$ cat config.mk
export PLATFORM = sky130hd
export DESIGN_NAME = dff_pipe_hs
export DESIGN_NICKNAME = d
export VERILOG_FILES = /design/src/rtl/dff_pipe_hs.sv
export SDC_FILE = /design/constraint.sdc
export NUM_CORES = 1
export LEC_CHECK = 0
export BUFFER_PORTS_ARGS = -buffer_cell sky130_fd_sc_hd__buf_2
export CORE_MARGIN = 2
export CORE_UTILIZATION = 45
export DETAILED_ROUTE_END_ITERATION = 6
export GPL_ROUTABILITY_DRIVEN = 0
export PLACE_DENSITY_LB_ADDON = 0.3
export SLEW_MARGIN = 10
export SYNTH_ARGS = -nofsm -noshare
export SYNTH_HDL_FRONTEND = slang
export SYNTH_SLANG_ARGS = --single-unit
$ cat constraint.sdc
create_clock -name clk -period 2.4 [get_ports clk]
set_clock_uncertainty 0.1 [all_clocks]
set_input_delay 0.48 -clock clk [delete_from_list [all_inputs] [get_ports clk]]
set_output_delay 0.48 -clock clk [all_outputs]
set_load 0.02 [all_outputs]
$ cat src/rtl/dff_pipe_hs.sv
// Elastic D-flip-flop pipeline: DEPTH stages of WIDTH-bit registers with
// valid/ready handshake, bubble collapse, synchronous clear and occupancy count.
module dff_pipe_hs #(
    parameter int unsigned           WIDTH     = 8,
    parameter int unsigned           DEPTH     = 3,
    parameter logic [WIDTH-1:0]      RESET_VAL = '0
) (
    input  logic                         clk,
    input  logic                         rst,
    input  logic                         clr,
    input  logic [WIDTH-1:0]             d,
    input  logic                         in_valid,
    output logic                         in_ready,
    output logic [WIDTH-1:0]             q,
    output logic [WIDTH-1:0]             qb,
    output logic                         out_valid,
    input  logic                         out_ready,
    output logic [$clog2(DEPTH+1)-1:0]   count
);

    localparam int unsigned CW = $clog2(DEPTH + 1);
    localparam logic [DEPTH-1:0] ONES = '1;

    logic [WIDTH-1:0] r_data [DEPTH];
    logic [DEPTH-1:0] r_valid;
    logic [CW-1:0]    r_count;
    logic [DEPTH-1:0] w_rdy;
    logic             w_in_xfer;
    logic             w_out_xfer;

    // Stage g can load when some stage at or downstream of it is empty, or the
    // consumer drains; the low mask ignores stages upstream of g.
    for (genvar g = 0; g < DEPTH; g++) begin : g_rdy
        localparam logic [DEPTH-1:0] LOW = ONES >> (DEPTH - g);
        assign w_rdy[g] = out_ready | ~(&(r_valid | LOW));
    end

    assign in_ready   = w_rdy[0] & ~clr & rst;
    assign out_valid  = r_valid[DEPTH-1] & ~clr;
    assign q          = r_data[DEPTH-1];
    assign qb         = ~r_data[DEPTH-1];
    assign count      = r_count;
    assign w_in_xfer  = in_valid & in_ready;
    assign w_out_xfer = out_valid & out_ready;

    // Data only moves with a valid word, so empty-stage data stays put.
    always_ff @(posedge clk or negedge rst) begin
        if (!rst) begin
            for (int i = 0; i < DEPTH; i++) begin
                r_data[i] <= RESET_VAL;
            end
            r_valid <= '0;
            r_count <= '0;
        end else if (clr) begin
            for (int i = 0; i < DEPTH; i++) begin
                r_data[i] <= RESET_VAL;
            end
            r_valid <= '0;
            r_count <= '0;
        end else begin
            for (int i = DEPTH - 1; i >= 1; i--) begin
                if (w_rdy[i]) begin
                    r_valid[i] <= r_valid[i-1];
                    if (r_valid[i-1]) begin
                        r_data[i] <= r_data[i-1];
                    end
                end
            end
            if (w_rdy[0]) begin
                r_valid[0] <= in_valid;
                if (in_valid) begin
                    r_data[0] <= d;
                end
            end
            r_count <= r_count + CW'(w_in_xfer) - CW'(w_out_xfer);
        end
    end

endmodule

==> results of run 1 <==
-- per-stage QoR --
step           power (mW)   util  setup slack, ns  instance area (um^2)
6_report            0.970  0.561            0.170                  1550
4_1_cts             0.979  0.560            0.102                  1540
2_1_floorplan       0.570      -            0.369                  1320
5_1_grt              1.02  0.561           0.0451                  1550
3_5_place_dp        0.608  0.530            0.426                  1460
3_3_place_gp        0.604  0.530            0.483                  1460
-- worst reg2reg max path, cell delays in order (launching register included) --
cell and delay, ns:
dfrtp_1 0.45, and4b_1 0.27, nor3_4 0.13, nand2_1 0.07, ha_1 0.27, inv_1 0.04
ha_1 0.18, xnor2_1 0.16, nor2_1 0.05
-- worst max-delay path by stage --
stage / slack (ns) / depth (start not counted) / end / startpoint
after detailed placement: 0.43 / 9 / count[1]$_DFF_PN0_ / out_ready
after global placement: 0.48 / 8 / count[0]$_DFF_PN0_ / out_ready
after CTS: 0.10 / 4 / in_ready / rst
final: 0.17 / 4 / in_ready / rst
after floorplan: 0.37 / 7 / count[0]$_DFF_PN0_ / clr
after global routing: 0.05 / 4 / in_ready / rst
-- layer usage --
| metal | part of all wire | wire, um | vias to the layer above | GRT usage |
|---|---|---|---|---|
| met5 | 0 | 0 | - | 0 |
| met1 | 0.49 | 1150 | 435 | 0.234 |
| met2 | 0.44 | 1020 | 26 | 0.239 |
| li1 | - | - | 467 | - |
| met3 | 0.056 | 130 | 4 | 0.0670 |
| met4 | 0.010 | 24 | 0 | 0.0598 |
-- where the power goes --
group / internal [mW] / switching [mW]
clock: 0.212 / 0.160
sequential: 0.504 / 0.0113
combinational: 0.0347 / 0.0483
-- kinds of logic after synthesis --
logic type / after synthesis / synth area share
buffers and inverters: 24 / 0.0979
adders and majority gates: 2 / 0.0190
AOI/OAI and AO/OA: 37 / 0.198
xor gates and xnor gates: 2 / 0.0133
DFF: 29 / 0.551
and+or+nand+nor: 21 / 0.121
-- flip-flops by register name, indices dropped and copies added, names as in the netlist --
signal and flops:
r_valid 3, r_data 16, count 2, q 8
-- layout make-up --
type	instances	area, um^2
sequential	29	726
inverter	12	45.0
multi-input combinational	62	462
clock buffer	5	37.5
fill	243	1210
tap	31	38.8
timing repair buffer	37	203
clock inverter	2	35.0
-- what timing repair did --
action / in CTS / in global routing
setup buffers: 0 / 0
setup endpoints to repair: 0 / 1
resized for setup: 0 / 1
hold buffers: 1 / 0
endpoints found under the hold margin: 9 / 0
-- Yosys cell counts, drive strengths merged --
library cell  count
dfrtp            29
a22o             16
a21oi            13
inv              12
buf              10
nand3             8
o21ai             8
clkbuf            2
ha                2
nor2b             2
nor3b             2
and2              1
and2b             1
and4b             1
nand2             1
nand2b            1
nand3b            1
nand4b            1
nor2              1
nor3              1
xnor2             1
xor2              1
==> impl_metrics.toml, run 1 <==
[detailed_routing]
vias = 932
drtAntennaViolNets = 0
routed_wl_um = 2320
drt_pre_antenna_iters = 4
detail_route.wl_per_cell_um = 13.0
drc = 0
drt_iter0_drc = 16
avgViaCountPerCell = 5.24

[synth]
ys_warn_count = 0
synth_top_area_share = 0.551
syn_inst = 115
yosys_register_bits = 29
yosysUniqueCellTypes = 27
syn_nets = 130
synth_area_um2 = 1320
synth_top_cells_by_area = "dfrtp_1, a22o_1, buf_4"
syn_avg_cell_area_um2 = 11.4
ys_seq_area_frac = 0.551
synth_area_leader_cell = "dfrtp_1"

[cells_and_area]
fin_cells = 178
layout_commonest_cell = "buf_2"
layout_common_cells = "buf_2, dfrtp_1, a22o_1, inv_1, a21oi_1"
n_antenna_cell = 0
layout-drive-gt1-share = 0.333
nNetsFinal = 162
syn2layout_area_growth_pct = 17.5

[timing]
max_freq_mhz = 448
final.setup.tns_ns = 0
slew_headroom = 0.765
fin_crit_sh = 0.929
rsz0062_at_grt = "false"
final_hold_viol_count = 0
slew_violations = 0
setup_viol = 0
max_slew.worst_pin.slew_ns = 0.352
fin_crit_ns = 2.23
hold_slack_ns = 0.274

[worst_setup_path]
crit_chain = "dlygate4sd3_1, clkbuf_4, nor3b_1, buf_2"
path_delay_family = "buffers and inverters"
crit_buf_inv = 3
crit_path_end_kind = "output port"
r2r-start = "r_valid[2]$_DFFE_PN0P_"
reg2regPathDepth = 8
slowest_delay_ns = 0.52
cp.arrival_ns = 1.65
critPathKind = "primary input to output port"
r2r-end = "count[1]$_DFF_PN0_"
critPathLaunchType = "primary input"
slowest_stage = "dlygate4sd3_1"
r2r_slack_ns = 0.57
path_max_fanout = 12
worstPathRequired_ns = 1.82

[clocking]
clock_latency_ns = 0.32
h-tree-depth = 2
cts_buffer_depth = 2
clock_sinks = 29
root_buffer = "clkbuf_4"
clk_pin_slew_ns = 0.09
cts_buffers = 5
cts_tree = "yes"

[placed_design]
placed_cells = 170
post-dp-hpwl_um = 1780
portBuffers = 32

[die]
dieArea_um2 = 3370
initial_utilization = 0.477
core_um2 = 2760
fp.dieH_um = 58.1
die_w_um = 58.1
pin_count = 33
num_rows = 19

[hold_path]
hp-start = "d[5]"
min-delay-path-class = "primary input to flip-flop"
holdPathEnd = "r_data[21]$_DFFE_PN0P_"
hold_depth = 2

[job]
drv.max_cap_violation_count = 0

[global_route]
grt_pass1_wl_um = 4240
overflow = 0
antenna_found_initial = 0
grtUsageTotal = 0.168
grt_max_degree = 21
grt_pass1_vias = 879

[run_status]
status = "finished, final reports clean"

[pwr]
cellPowerDensity_nw_per_um2 = 627
p_leak_nw = 0.776
peakVddDrop_v = 0.000676
Note: power is estimated with default switching activity, not from simulation.
==> run 2, diff against run 1 <==
--- a/config.mk
+++ b/config.mk
@@ -5,6 +5,7 @@
 export SDC_FILE = /design/constraint.sdc
 export NUM_CORES = 1
 export LEC_CHECK = 0
+export ABC_AREA = 1
 export BUFFER_PORTS_ARGS = -buffer_cell sky130_fd_sc_hd__buf_2
 export CORE_MARGIN = 2
 export CORE_UTILIZATION = 45
==> impl_metrics.toml, run 2 <==
[run_status]
status = "finished, final reports clean"

[global_route]
antenna_found_initial = 0
overflow = 0
grt_pass1_wl_um = 4550
grt_pass1_vias = 1025
grtUsageTotal = 0.175
grt_max_degree = 30

[worst_setup_path]
worstPathRequired_ns = 1.82
cp.arrival_ns = 1.35
path_max_fanout = 3
crit_path_end_kind = "output port"
critPathKind = "flip-flop to output port"
critPathLaunchType = "flip-flop"

[synth]
synth_area_leader_cell = "dfrtp_1"
yosys.cell_count.top_type = "nand3_1"
synth_commonest_cells = "nand3_1, dfrtp_1, nand2_1"
yosysUniqueCellTypes = 24
synth-async-reset-ratio = 1.00
syn_nets = 160
synth_ff_type = "dfrtp_1"
synth_area_um2 = 1430
synth-edff-count = 0
ys_seq_area_frac = 0.509
yosys_register_bits = 29
synth_top_cells_by_area = "dfrtp_1, nand3_1, nand2_1"
ys_warn_count = 0
synth_top_area_share = 0.509
syn_avg_cell_area_um2 = 9.84
syn_inst = 145

[cells_and_area]
largest-register = "r_data"
layout-drive-gt1-share = 0.360
nNetsFinal = 189
syn2layout_area_growth_pct = 13.8
fill_cells = 296
n_antenna_cell = 0
largest_reg_flops = 16
layout_common_cells = "nand3_1, buf_2, dfrtp_1, nand2_1, inv_1"
fin_util = 0.536

[clocking]
h-tree-depth = 2
clock_sinks = 29
cts_tree = "yes"
cts_buffer_depth = 2
cts_hold_buf = 0
clock_latency_ns = 0.33
post_cts.repair.setup_buffers = 0
root_buffer = "clkbuf_4"
post_cts_resized = 0
cts_buffers = 5
clk_pin_slew_ns = 0.10

[timing]
final_hold_viol_count = 0
max_freq_mhz = 519
setup_ws_ns = 0.472
fin_crit_ns = 1.93
setup_viol = 0
final.setup.tns_ns = 0
fin_crit_sh = 0.803
slew_headroom = 0.759
max_slew.worst_pin.slew_ns = 0.361
rsz0062_at_grt = "false"
slew_violations = 0

[detailed_routing]
routed_wl_um = 2580
met3_length_um = 169
drt_iter0_drc = 15
routed.top_layer = "met4"
drc = 0
wirelength_met1_um = 1140
vias = 1087
detail_route.wl_per_cell_um = 11.8
wl_met2_um = 1220
drtAntennaViolNets = 0
drt_pre_antenna_iters = 4
avgViaCountPerCell = 4.96

[die]
initial_utilization = 0.471
dieArea_um2 = 3640
core_um2 = 3030
fp.dieH_um = 60.3
die_w_um = 60.3
num_rows = 20
pin_count = 33

[placed_design]
dp_slack_ns = 0.395
post-dp-hpwl_um = 1910
portBuffers = 32

[pwr]
peakVddDrop_v = 0.000310
p_leak_nw = 0.854
cellPowerDensity_nw_per_um2 = 547

[job]
drv.max_cap_violation_count = 0

[hold_path]
min-delay-path-class = "primary input to async pin"
## run 2: changes by cell type in the layout (fill, tap and decap cells not counted), sizes merged, moves of 3 or more
cell,change
a21oi,-11
a22o,-16
inv,+3
nand2,+22
nand3,+24
nand4,+9
nor2,+6
o21ai,+3
## run 2: where the power goes
part | internal (mW) | switching, mW | total (mW) | leakage [nW]
clock | 0.110 | 0.171 | 0.281 | 0.0310
combinational | 0.0287 | 0.0613 | 0.0901 | 0.427
sequential | 0.504 | 0.0120 | 0.516 | 0.396
total | 0.643 | 0.244 | 0.887 | 0.854
## run 2: cells by family after synthesis
group,Yosys count,synth area share
AND/OR/NAND/NOR,72,0.279
adder cells (fa/ha/maj),2,0.0175
flip-flops,29,0.509
XOR/XNOR,1,0.00614
AO/OA/AOI/OAI,14,0.0868
buffers and inverters,27,0.102
## run 2: cell type report
| cell class | count | area, um^2 | area share |
|---|---|---|---|
| sequential | 29 | 726 | 0.447 |
| multi-input combinational | 89 | 556 | 0.342 |
| timing repair buffer | 34 | 175 | 0.108 |
| inverter | 15 | 56.3 | 0.0347 |
| tap | 44 | 55.1 | 0.0339 |
| clock buffer | 5 | 37.5 | 0.0231 |
| clock inverter | 3 | 17.5 | 0.0108 |
## run 2: worst max-delay path, cell delays in order (launching register included)
cell and delay (ns):
dfrtp_1 0.46, inv_2 0.12, nor2_4 0.05, a31oi_1 0.18, buf_2 0.21
## run 2: worst paths after layout
path                                             start                     end  slack, ns  cells after the start
worst min register to register  r_data[19]$_DFFE_PN0P_  r_data[11]$_DFFE_PN0P_       0.41                      2
worst max register to register  r_valid[2]$_DFFE_PN0P_      count[0]$_DFF_PN0_       0.59                      9
min in group clk                                  d[7]  r_data[23]$_DFFE_PN0P_       0.30                      3
worst max-delay path            r_valid[2]$_DFFE_PN0P_                in_ready       0.47                      4
max in group asynchronous                          rst  r_data[22]$_DFFE_PN0P_       1.86                      2
worst min-delay path                               rst  r_data[10]$_DFFE_PN0P_       0.07                      2
## run 2: through the flow
step | power [mW] | area [um^2] | hold WS, ns | std cells
after floorplan | 0.583 | 1430 | 0.0844 | 145
after global placement | 0.613 | 1570 | 0.391 | 211
after detailed placement | 0.617 | 1570 | 0.389 | 211
after CTS | 0.898 | 1620 | 0.0684 | 219
after global routing | 0.934 | 1620 | 0.0746 | 219
final | 0.887 | 1620 | 0.0682 | 219
## run 2: per-layer routing
metal | up-vias | global-route usage
met1 | 509 | 0.207
li1 | 542 | -
met5 | - | 0
met4 | 0 | 0.0825
met3 | 6 | 0.0671
met2 | 30 | 0.281
==> run 3, diff against run 2 <==
==> constraint.sdc (replaced) <==
create_clock -name clk -period 1.86 [get_ports clk]
set_clock_uncertainty 0.1 [all_clocks]
set_input_delay 0.372 -clock clk [delete_from_list [all_inputs] [get_ports clk]]
set_output_delay 0.372 -clock clk [all_outputs]
set_load 0.02 [all_outputs]
==> impl_metrics.toml, run 3 (synthesis gave the netlist of run 2 again) <==
[global_route]
grt_max_degree = 30
antenna_found_initial = 0
grtUsageTotal = 0.175
overflow = 0
grt_pass1_wl_um = 4600
grt_pass1_vias = 1001

[clocking]
post_cts.repair.setup_buffers = 0
h-tree-depth = 2
cts_buffers = 5
cts_tree = "yes"
cts_buffer_depth = 2
clock_latency_ns = 0.31
root_buffer = "clkbuf_4"
clk_pin_slew_ns = 0.08
clock_sinks = 29

[pwr]
p_clk_frac = 0.319
cellPowerDensity_nw_per_um2 = 699
p_int_mw = 0.869
pwr-share-seq = 0.575
peakVddDrop_v = 0.000450
power_frac_comb = 0.106
p_sw_frac = 0.251
total_power_mw = 1.16
p_sw_mw = 0.291
p_leak_nw = 0.863

[placed_design]
dpl_cell_area_um2 = 1590
post-dp-hpwl_um = 1840
placed_cells = 212
portBuffers = 32
dp_slack_ns = 0.134

[die]
core_um2 = 3030
initial_utilization = 0.471
dieArea_um2 = 3640
die_w_um = 60.3
pin_count = 33
fp.dieH_um = 60.3
num_rows = 20

[cells_and_area]
n_antenna_cell = 0
layout-drive-gt1-share = 0.364
largest_reg_flops = 16
seqCellArea_um2 = 727
fin_cells = 220
design_area_um2 = 1660
largest-register = "r_data"
multi_input_area_um2 = 571
layout_common_cells = "nand3_1, buf_2, dfrtp_1, nand2_1, inv_1"
syn2layout_area_growth_pct = 16.3
nNetsFinal = 191
fin_util = 0.548
fill_cells = 275

[timing]
hold_slack_ns = 0.209
fin_crit_sh = 0.924
final_hold_viol_count = 0
fin_crit_ns = 1.72
max_freq_mhz = 582
rsz0062_at_grt = "false"
slew_violations = 0
final.setup.tns_ns = 0
setup_viol = 0
slew_headroom = 0.755
max_slew.worst_pin.slew_ns = 0.366
setup_ws_ns = 0.141

[worst_setup_path]
worstPathRequired_ns = 1.39
critPathKind = "flip-flop to output port"
crit_chain = "inv_2, nor2_4, a31oi_4, buf_2"
slowest_stage = "dfrtp_2"
slowest_delay_ns = 0.43
crit_path_end_kind = "output port"
path_max_fanout = 3
cp.arrival_ns = 1.25
critPathLaunchType = "flip-flop"

[detailed_routing]
vias = 1088
avgViaCountPerCell = 4.95
detail_route.wl_per_cell_um = 11.8
routed_wl_um = 2600
drt_iter0_drc = 23
drc = 0
drt_pre_antenna_iters = 4
drtAntennaViolNets = 0

[job]
drv.max_cap_violation_count = 0

[run_status]
status = "finished, final reports clean"

[hold_path]
min-delay-path-class = "primary input to flip-flop"
[run 3: routing by layer]
metal	vias up	track usage	part of all wire	wire (um)
li1	543	-	-	-
met1	501	0.235	0.47	1230
met2	39	0.258	0.45	1170
met3	5	0.0649	0.065	168
met4	0	0.0667	0.011	29
met5	-	0	0	0
[run 3: final cells by class]
cell class	count	area share
flip-flops and latches	29	0.438
multi-input cells	89	0.344
repair buffers	36	0.116
inverters	15	0.0354
clock buffers	7	0.0332
well taps	44	0.0332
[run 3: power by group through the flow]
| stage | Sequential, mW | Clock, mW | Combinational, mW |
|---|---|---|---|
| after global placement | 0.678 | 0 | 0.119 |
| after floorplan | 0.679 | 0 | 0.0769 |
| after detailed placement | 0.679 | 0 | 0.123 |
| after CTS | 0.666 | 0.386 | 0.125 |
| final | 0.667 | 0.370 | 0.123 |
| after global routing | 0.670 | 0.415 | 0.140 |
[run 3: final timing paths]
path | startpoint | cells past startpoint | slack (ns) | end
worst max-delay path | r_valid[2]$_DFFE_PN0P_ | 4 | 0.14 | in_ready
worst min register to register | r_data[14]$_DFFE_PN0P_ | 2 | 0.41 | r_data[14]$_DFFE_PN0P_
max in group asynchronous | rst | 3 | 0.85 | r_valid[2]$_DFFE_PN0P_
worst max register to register | r_valid[2]$_DFFE_PN0P_ | 9 | 0.17 | count[1]$_DFF_PN0_
worst min-delay path | d[2] | 3 | 0.21 | r_data[18]$_DFFE_PN0P_
min in group asynchronous | rst | 3 | 0.52 | count[1]$_DFF_PN0_
[run 3: repair_timing]
action                     4_1_cts  5_1_grt
hold buffers                     1        0
hold endpoints to repair        29        0
setup endpoints to repair        0        1
resized for setup                0        1
[run 3: worst max-delay path: cells and delay by family (launching register included)]
family                 cells  cell delay [ns]
DFF                        1             0.43
AOI/OAI and AO/OA          1             0.10
buffers and inverters      2             0.24
and+or+nand+nor            1             0.16
